[src/rtl/bicubic_pkg.sv]
// Shared bicubic datapath types and default widths.
package bicubic_pkg;

   localparam int LANE_W    = 12;
   localparam int FRAC_BITS = 4;
   localparam int PIX_W     = 8;
   localparam int ADD_LAT   = 2;

   typedef logic signed [LANE_W-1:0] lane_t;
   typedef logic        [PIX_W-1:0]  pixel_t;

   typedef struct packed {
      logic valid;
      logic last;
   } tag_t;

endpackage

[src/rtl/bicubic_fifo2.sv]
// Two-entry registered FIFO. The oldest entry always sits in the head
// register, so the read data is a plain flop output.
module bicubic_fifo2 #(
   parameter int W = 9
) (
   input  logic         clk,
   input  logic         aresetn,
   input  logic         wr_en,
   input  logic [W-1:0] wr_data,
   input  logic         rd_en,
   output logic [W-1:0] rd_data,
   output logic         rd_valid,
   output logic [1:0]   count
);

   logic [W-1:0] r_head;
   logic [W-1:0] r_tail;
   logic [1:0]   r_count;
   logic         w_wr;
   logic         w_rd;

   // Qualify read/write: reads need data, writes need room unless a read frees it
   always_comb begin
      w_rd = rd_en && (r_count != 2'd0);
      w_wr = wr_en && ((r_count != 2'd2) || w_rd);
   end

   // Storage and occupancy update
   always_ff @(posedge clk) begin
      if (!aresetn) begin
         r_head  <= {W{1'b0}};
         r_tail  <= {W{1'b0}};
         r_count <= 2'd0;
      end else begin
         case ({w_wr, w_rd})
            2'b10: begin
               if (r_count == 2'd0) begin
                  r_head <= wr_data;
               end else begin
                  r_tail <= wr_data;
               end
               r_count <= r_count + 2'd1;
            end
            2'b01: begin
               r_head  <= r_tail;
               r_count <= r_count - 2'd1;
            end
            2'b11: begin
               if (r_count == 2'd1) begin
                  r_head <= wr_data;
               end else begin
                  r_head <= r_tail;
                  r_tail <= wr_data;
               end
            end
            default: begin
            end
         endcase
      end
   end

   assign rd_data  = r_head;
   assign rd_valid = (r_count != 2'd0);
   assign count    = r_count;

endmodule

[src/rtl/simd_lane_reduce_clamp.sv]
// Reduces the four signed lane sums of the INT12 SIMD adder to one clamped
// pixel per cycle, drives the adder clock enable and buffers the result on
// a valid/ready stream. Optional saturation counter: SIMD_REDUCE_SAT_COUNT_EN.
module simd_lane_reduce_clamp
   import bicubic_pkg::*;
#(
   parameter int LANE_W    = bicubic_pkg::LANE_W,
   parameter int FRAC_BITS = bicubic_pkg::FRAC_BITS,
   parameter int PIX_W     = bicubic_pkg::PIX_W,
   parameter int ADD_LAT   = bicubic_pkg::ADD_LAT
) (
   input  logic                     clk,
   input  logic                     aresetn,
   input  logic                     in_valid,
   input  logic                     in_last,
   output logic                     in_ready,
   output logic                     pipe_en,
   input  logic signed [LANE_W-1:0] lane0,
   input  logic signed [LANE_W-1:0] lane1,
   input  logic signed [LANE_W-1:0] lane2,
   input  logic signed [LANE_W-1:0] lane3,
   output logic [PIX_W-1:0]         out_pixel,
   output logic                     out_last,
   output logic                     out_valid,
   input  logic                     out_ready,
   input  logic                     stat_clr,
   output logic [15:0]              sat_count
);

   localparam int SW = LANE_W + 2;
   localparam int RW = LANE_W + 3;
   localparam logic signed [RW-1:0] RND_HALF =
      {{(RW-1){1'b0}}, 1'b1} << (FRAC_BITS - 1);
   localparam logic signed [RW-1:0] PIX_MAX  =
      {{(RW-PIX_W){1'b0}}, {PIX_W{1'b1}}};

   tag_t                  r_tag [ADD_LAT];
   tag_t                  r_s1_tag;
   logic signed [SW-1:0]  r_s01;
   logic signed [SW-1:0]  r_s23;

   logic signed [SW-1:0]  w_sum;
   logic signed [RW-1:0]  w_rnd;
   logic signed [RW-1:0]  w_r;
   logic                  w_clamp_lo;
   logic                  w_clamp_hi;
   logic [PIX_W-1:0]      w_pixel;
   logic                  w_fifo_wr;
   logic                  w_fifo_rd;
   logic [PIX_W:0]        w_fifo_q;
   logic [1:0]            w_fifo_count;

   // Pipe advances only while the output buffer has room; purely register-decoded
   assign pipe_en  = (w_fifo_count != 2'd2);
   assign in_ready = pipe_en;

   // Carry {valid,last} alongside the operands through the adder latency
   always_ff @(posedge clk) begin
      if (!aresetn) begin
         for (int i = 0; i < ADD_LAT; i++) begin
            r_tag[i] <= '{valid: 1'b0, last: 1'b0};
         end
      end else if (pipe_en) begin
         r_tag[0] <= '{valid: in_valid, last: in_last};
         for (int i = 1; i < ADD_LAT; i++) begin
            r_tag[i] <= r_tag[i-1];
         end
      end else begin
         for (int i = 0; i < ADD_LAT; i++) begin
            r_tag[i] <= r_tag[i];
         end
      end
   end

   // S1: pairwise sums of sign-extended lanes
   always_ff @(posedge clk) begin
      if (!aresetn) begin
         r_s01    <= {SW{1'b0}};
         r_s23    <= {SW{1'b0}};
         r_s1_tag <= '{valid: 1'b0, last: 1'b0};
      end else if (pipe_en) begin
         r_s01    <= {{2{lane0[LANE_W-1]}}, lane0} + {{2{lane1[LANE_W-1]}}, lane1};
         r_s23    <= {{2{lane2[LANE_W-1]}}, lane2} + {{2{lane3[LANE_W-1]}}, lane3};
         r_s1_tag <= r_tag[ADD_LAT-1];
      end else begin
         r_s01    <= r_s01;
         r_s23    <= r_s23;
         r_s1_tag <= r_s1_tag;
      end
   end

   // S2: final sum, round-half-up arithmetic shift and clamp to pixel range
   always_comb begin
      w_sum      = r_s01 + r_s23;
      w_rnd      = {w_sum[SW-1], w_sum} + RND_HALF;
      w_r        = w_rnd >>> FRAC_BITS;
      w_clamp_lo = w_r[RW-1];
      w_clamp_hi = !w_r[RW-1] && (w_r > PIX_MAX);
      if (w_clamp_lo) begin
         w_pixel = {PIX_W{1'b0}};
      end else if (w_clamp_hi) begin
         w_pixel = {PIX_W{1'b1}};
      end else begin
         w_pixel = w_r[PIX_W-1:0];
      end
   end

   assign w_fifo_wr = r_s1_tag.valid && pipe_en;
   assign w_fifo_rd = out_valid && out_ready;

   bicubic_fifo2 #(
      .W (PIX_W + 1)
   ) u_out_fifo (
      .clk      (clk),
      .aresetn  (aresetn),
      .wr_en    (w_fifo_wr),
      .wr_data  ({r_s1_tag.last, w_pixel}),
      .rd_en    (w_fifo_rd),
      .rd_data  (w_fifo_q),
      .rd_valid (out_valid),
      .count    (w_fifo_count)
   );

   assign out_pixel = w_fifo_q[PIX_W-1:0];
   assign out_last  = w_fifo_q[PIX_W];

`ifdef SIMD_REDUCE_SAT_COUNT_EN
   logic [15:0] r_sat_count;

   // Count clamped writes; clear wins over increment, count sticks at max
   always_ff @(posedge clk) begin
      if (!aresetn) begin
         r_sat_count <= 16'h0000;
      end else if (stat_clr) begin
         r_sat_count <= 16'h0000;
      end else if (w_fifo_wr && (w_clamp_lo || w_clamp_hi) &&
                   (r_sat_count != 16'hFFFF)) begin
         r_sat_count <= r_sat_count + 16'h0001;
      end else begin
         r_sat_count <= r_sat_count;
      end
   end

   assign sat_count = r_sat_count;
`else
   assign sat_count = 16'h0000;
`endif

endmodule
[config.mk]
export PLATFORM = sky130hd
export DESIGN_NAME = simd_lane_reduce_clamp
export DESIGN_NICKNAME = d
export VERILOG_FILES = /design/src/rtl/bicubic_pkg.sv /design/src/rtl/bicubic_fifo2.sv /design/src/rtl/simd_lane_reduce_clamp.sv
export SDC_FILE = /design/constraint.sdc
export NUM_CORES = 1
export LEC_CHECK = 0
export ABC_AREA = 1
export BUFFER_PORTS_ARGS = -buffer_cell sky130_fd_sc_hd__buf_2
export CORE_MARGIN = 3
export CORE_UTILIZATION = 60
export CTS_BUF_LIST = sky130_fd_sc_hd__clkbuf_2 sky130_fd_sc_hd__clkbuf_4 sky130_fd_sc_hd__clkbuf_8
export CTS_CLUSTER_SIZE = 30
export DETAILED_ROUTE_END_ITERATION = 8
export PLACE_DENSITY = 0.85
export SKIP_LAST_GASP = 1
export SYNTH_ARGS = -nofsm -noshare
export SYNTH_HDL_FRONTEND = slang
export SYNTH_SLANG_ARGS = --single-unit
export TNS_END_PERCENT = 5
[constraint.sdc]
create_clock -name clk -period 6.8 [get_ports clk]
set_clock_uncertainty 0.15 [all_clocks]
set_input_delay 1.36 -clock clk [delete_from_list [all_inputs] [get_ports clk]]
set_output_delay 1.36 -clock clk [all_outputs]
set_load 0.05 [all_outputs]
After elaboration in Yosys (flattened, before gate mapping)
Memories as Yosys holds them, arrays and structs flattened.
Cells that the tools add are included.
{ "word_totals": {"word_cells": 61, "out_inout_bits": 28, "mem_bits_rw": 4, "mem_count": 1, "reg_bits": 50} }
{ "mem_list": {"columns": ["memory", "depth", "word_bits", "read_ports", "rd_ports_with_merged_regs", "wr", "line_no", "text"], "rows": [
  ["r_tag", 2, 2, 2, 0, 2, "simd_lane_reduce_clamp.sv:37", "tag_t r_tag [ADD_LAT];"]
]} }
{ "op_classes": {"eq_ne": 8, "n_mux": 20, "bitwise": 4, "add_sub_neg": 6, "magnitude_cmp": 1, "n_reduce_logical": 14} }
{ "ops": {"columns": ["cell", "count"], "rows": [
  ["two-way mux 9 bit", 4],
  ["case mux 9 bit (3 select lines)", 1],
  ["adder 12 x 12 -> 13 bit", 2],
  ["case mux 9 bit (2 select lines)", 1],
  ["two-way mux 8 bit", 2],
  ["adder 14 x 5 -> 15 bit (second input constant)", 1],
  ["adder 14 bit", 1],
  ["> comparator 11 x 9 -> 1 bit (second input constant)", 1],
  ["two-way mux 2 bit", 4],
  ["two-way mux 1 bit", 7],
  ["inequality test 2 bit (second input constant)", 3],
  ["nonzero test 2 bit", 3],
  ["logical AND 1 bit", 5],
  ["== test 2 x 1 -> 1 bit (second input constant)", 2],
  ["== test 2 bit (second input constant)", 2],
  ["OR 1 bit", 4],
  ["case mux 2 bit (2 select lines)", 1],
  ["AND reduction 3 bit", 1],
  ["nonzero test 3 bit", 1],
  ["adder 2 x 1 -> 2 bit (second input constant)", 1],
  ["logical NOT 2 bit", 1],
  ["inequality test 2 x 1 -> 1 bit (second input constant)", 1],
  ["AND reduction 2 bit", 1],
  ["subtractor 2 x 1 -> 2 bit (second input constant)", 1],
  ["2 further kinds", 2]
]} }

Longest topological paths before layout
{ "logic_depth": {"word_depth": 8, "ltp_mapped": 20, "mapped_depth_nobuf": 20} }

By module
From an unflattened synthesis, not the netlist that was laid out.
{ "hier_totals": {"cells_unflattened": 677, "area_unflattened_um2": 4423.0} }
{ "by_module_without_submodules": {"columns": ["module", "area_each_um2", "n_inst", "seq_area_each_um2", "cells_each"], "rows": [
  ["simd_lane_reduce_clamp", 3333.2, 1, 680.7, 522],
  ["bicubic_fifo2", 1089.8, 1, 400.4, 155]
]} }

Worst setup path after synthesis
No wires, ideal clock.
{ "synth_timing": {"path_type": "input to register", "start": "input port lane0[2]", "end": "register r_s01[9]", "path_slack_ps": 3684, "arrival_ps": 2848, "cell_stages": 9, "setup_ps": 117, "path_buffers": 0, "path_cell_list": "ha_1 > a21oi_1 > nand2_1 > a21oi_1 > nor2_1 > or2_2 > a21oi_1 > nand2_1 > a32o_1"} }
{ "synth_between": {"elab_chain_len": 1} }
{ "synth_rtl": {"columns": ["item", "line_no", "text"], "rows": [
  ["start: declaration", "simd_lane_reduce_clamp.sv:18", "input logic signed [LANE_W-1:0] lane0,"],
  ["adder 12 x 12 -> 13 bit", "simd_lane_reduce_clamp.sv:82", "r_s01 <= {{2{lane0[LANE_W-1]}}, lane0} + {{2{lane1[LANE_W-1]}}, lane1};"],
  ["end signal: assignment", "simd_lane_reduce_clamp.sv:78", "r_s01 <= {SW{1'b0}};"],
  ["end signal: assignment", "simd_lane_reduce_clamp.sv:82", null],
  ["end signal: assignment", "simd_lane_reduce_clamp.sv:86", "r_s01 <= r_s01;"],
  ["end: declaration", "simd_lane_reduce_clamp.sv:39", "logic signed [SW-1:0] r_s01;"]
]} }
No other way between the ends.
A chain may end at the register's enable or synchronous reset.

==> metrics.yaml <==
clock_tree:
  clk_pin_slew_ps: 90
  clk-insertion-delay-late_ps: 320
  clockBufferDepth: 2
  cts_setup_buffers: 0
  cts_tree: "done"
  cts_buffers: 5
  cts_hold_buf: 0
  cts_root_buffer: "clkbuf_8"
  cts_sinks: 52
  htreeDepth: 2
  ctsResizeCount: 0
setup_path:
  start_kind: "input port"
  slowest_delay_ps: 840
  r2r_start: "u_out_fifo.count[0]"
  cp.arrival_ps: 4010
  slowest_stage: "nor2_1"
  crit_type: "input port to register"
  cp_max_fo: 20
  cp.required_ps: 6910
  crit_chain: "buf_2 > inv_1 > nor2_1 > clkinv_1 > a21oi_1 > o21ai_0 > nand2_1"
  cp_top_family: "buffers and inverters"
  critPathBufInv: 3
  end_kind: "register"
  cp-startpoint: "aresetn"
detailed_routing:
  wl_um: 9220
  drc: 0
  vias_per_cell: 5.25
  wire_per_inst_um: 11.7
  num_vias: 4129
  first_pass_iters: 4
  ant_nets: 0
  drt_iter0_markers: 257
min_path:
  hp-start: "r_tag[0][2]"
  hold_class: "register to register"
timing:
  post-route-period-util_pct: 57.4
  max_freq_mhz: 256
  slew_viol_final: 0
  setup_tns_ps: 0
  hold_viol_final: 0
  slew_headroom_pct: 26.3
  worstMarginPinSlew_ps: 1100
  post-route-min-period_ps: 3910
  rsz0062_at_grt: "no"
  setup_viol: 0
grt:
  track_usage_pct: 22.7
  grt_max_degree: 27
  grt_pass1_vias: 3805
  antenna_found_initial: 0
  grt_pass1_wl_um: 15700
  globalRouteOverflowTotal: 0
pwr:
  peakVddDrop_mv: 0.162
  power_leakage_nw: 2.50
  p_per_area_nw_per_um2: 356
synthesis:
  ys_seq_area_share_pct: 25.5
  synth_edf_count: 4
  yosys.area_share.adder_pct: 13.6
  ys_seq_elements: 52
  synth_area_sq_um: 4240
  synth_compound_area_share_pct: 17.6
  synth_flop_cell: "dfxtp_1"
  syn-instance-count: 630
  yosys.cell_types.count: 39
  synthMuxAreaShare_pct: 0
  yosys_warnings: 0
  synthArstFlopShare_pct: 0
  synth-simple-area-share_pct: 29.3
  avgSynthCellArea_sq_um: 6.73
  yosys.area_share.xor_xnor_pct: 2.07
  synth_top_family_by_area: "simple AND/OR/NAND/NOR gates"
final_layout:
  final_area_sq_um: 4650
  nets: 788
  area_delta_synth_final_pct: 9.77
  diodes: 0
  drive_above_1_share_pct: 17.2
  fillers: 600
floorplan:
  dieArea_sq_um: 8110
  rows: 30
  die_w_um: 90.1
  coreArea_sq_um: 6830
  dieHeight_um: 90.1
  io-pin-count: 82
  initial_utilization_pct: 62.1
run:
  cap_violations: 0
placed_design:
  place.gp.congestion: 0.852
  numPortBuffers: 64
  dpl_cell_area_sq_um: 4560
  dp_hpwl_um: 7420
run_status:
  status: "completed"
==> Yosys cell counts (all sizes together), types with 4 or more instances <==
cell / n / share of area (%)
a21oi: 60 / 7.8
a22o: 4 / 0.83
a32o: 6 / 1.4
buf: 18 / 3.3
clkbuf: 9 / 0.80
dfxtp: 48 / 23
edfxtp: 4 / 2.8
ha: 43 / 13
inv: 86 / 7.6
nand2: 189 / 18
nand3: 34 / 4.4
nand4: 11 / 1.6
nor2: 36 / 3.6
o21ai: 45 / 5.4
or2: 6 / 0.89
xor2: 10 / 2.1
==> placed cells by master (no fill, tap or decap), types with 2 or more instances in the layout <==
| cell | count |
|---|---|
| a21boi_0 | 2 |
| a21oi_1 | 52 |
| a21oi_2 | 8 |
| a22o_1 | 4 |
| a32o_1 | 6 |
| and2_1 | 2 |
| buf_2 | 64 |
| clkbuf_8 | 5 |
| clkinv_1 | 2 |
| conb_1 | 16 |
| dfxtp_1 | 48 |
| edfxtp_1 | 4 |
| fa_1 | 2 |
| ha_1 | 43 |
| inv_1 | 85 |
| nand2_1 | 166 |
| nand2_2 | 22 |
| nand3_1 | 31 |
| nand3_2 | 3 |
| nand4_1 | 11 |
| nor2_1 | 31 |
| nor2_2 | 4 |
| o2111ai_1 | 2 |
| o211ai_1 | 3 |
| o21ai_0 | 43 |
| o21bai_1 | 2 |
| or2_2 | 6 |
| xor2_1 | 10 |
==> final timing paths <==
path,slack [ps],depth (start not counted),endpoint
min,310,2,r_s1_tag[0]
max reg2reg,3620,7,r_s23[2]
max,2890,7,r_s23[2]
min reg2reg,310,2,r_s1_tag[0]
==> through the flow <==
stage               power, mW  worst slack (ps)  cells  util [%]  hold WS [ps]
floorplan                1.28              3680    645         -           272
global placement         1.43              2570    778      66.8           279
detailed placement       1.47              2560    778      66.8           290
CTS                      1.65              2900    786      68.1           311
global route             1.80              2650    786      68.1           327
finish                   1.66              2890    786      68.1           312
==> area by class of cell <==
cell class | instances | area (sq um) | area share [%]
Multi-Input combinational cell | 478 | 2710 | 58.3
Clock buffer | 5 | 68.8 | 1.48
Sequential cell | 52 | 1080 | 23.2
Timing Repair Buffer | 64 | 320 | 6.88
Clock inverter | 3 | 21.3 | 0.457
Tap cell | 96 | 120 | 2.58
Inverter | 88 | 330 | 7.10
==> routing by layer <==
layer | share of wire (%) | vias up | wire [um] | global-route usage (%)
li1 | - | 2145 | - | -
met1 | 44 | 1840 | 4080 | 27.8
met2 | 48 | 130 | 4420 | 39.8
met3 | 6.3 | 14 | 578 | 4.02
met4 | 1.6 | 0 | 149 | 8.04
met5 | 0 | - | 0 | 0
==> flip-flops by register name, summed over array words and instances (netlist names) <==
register            count
u_out_fifo.count        2
r_s01                  13
r_tag                   4
r_s23                  13
r_s1_tag                2
u_out_fifo.r_tail       9
u_out_fifo.rd_data      9
==> tightest hold or removal path: cells and delay by family, from the launching register on <==
| family | cells | cell delay [ps] |
|---|---|---|
| flip-flops | 1 | 330 |
| AO/OA/AOI/OAI | 1 | 50 |
| AND/OR/NAND/NOR | 1 | 50 |
==> report_power, final <==
part | internal (mW) | switching, mW | total, mW
registers | 0.405 | 0.0499 | 0.455
logic | 0.325 | 0.692 | 1.02
clock network | 0.0732 | 0.110 | 0.183
total | 0.804 | 0.851 | 1.66
==> logic make-up (layout without fill, tap and decap cells) <==
family,count (synthesis),in the layout
AO/OA/AOI/OAI,127,127
XOR/XNOR,10,10
adder cells (fa/ha/maj),45,45
buffers and inverters,115,160
flip-flops,52,52
other,1,16
AND/OR/NAND/NOR,280,280
Power figures use the tool's default switching activity.
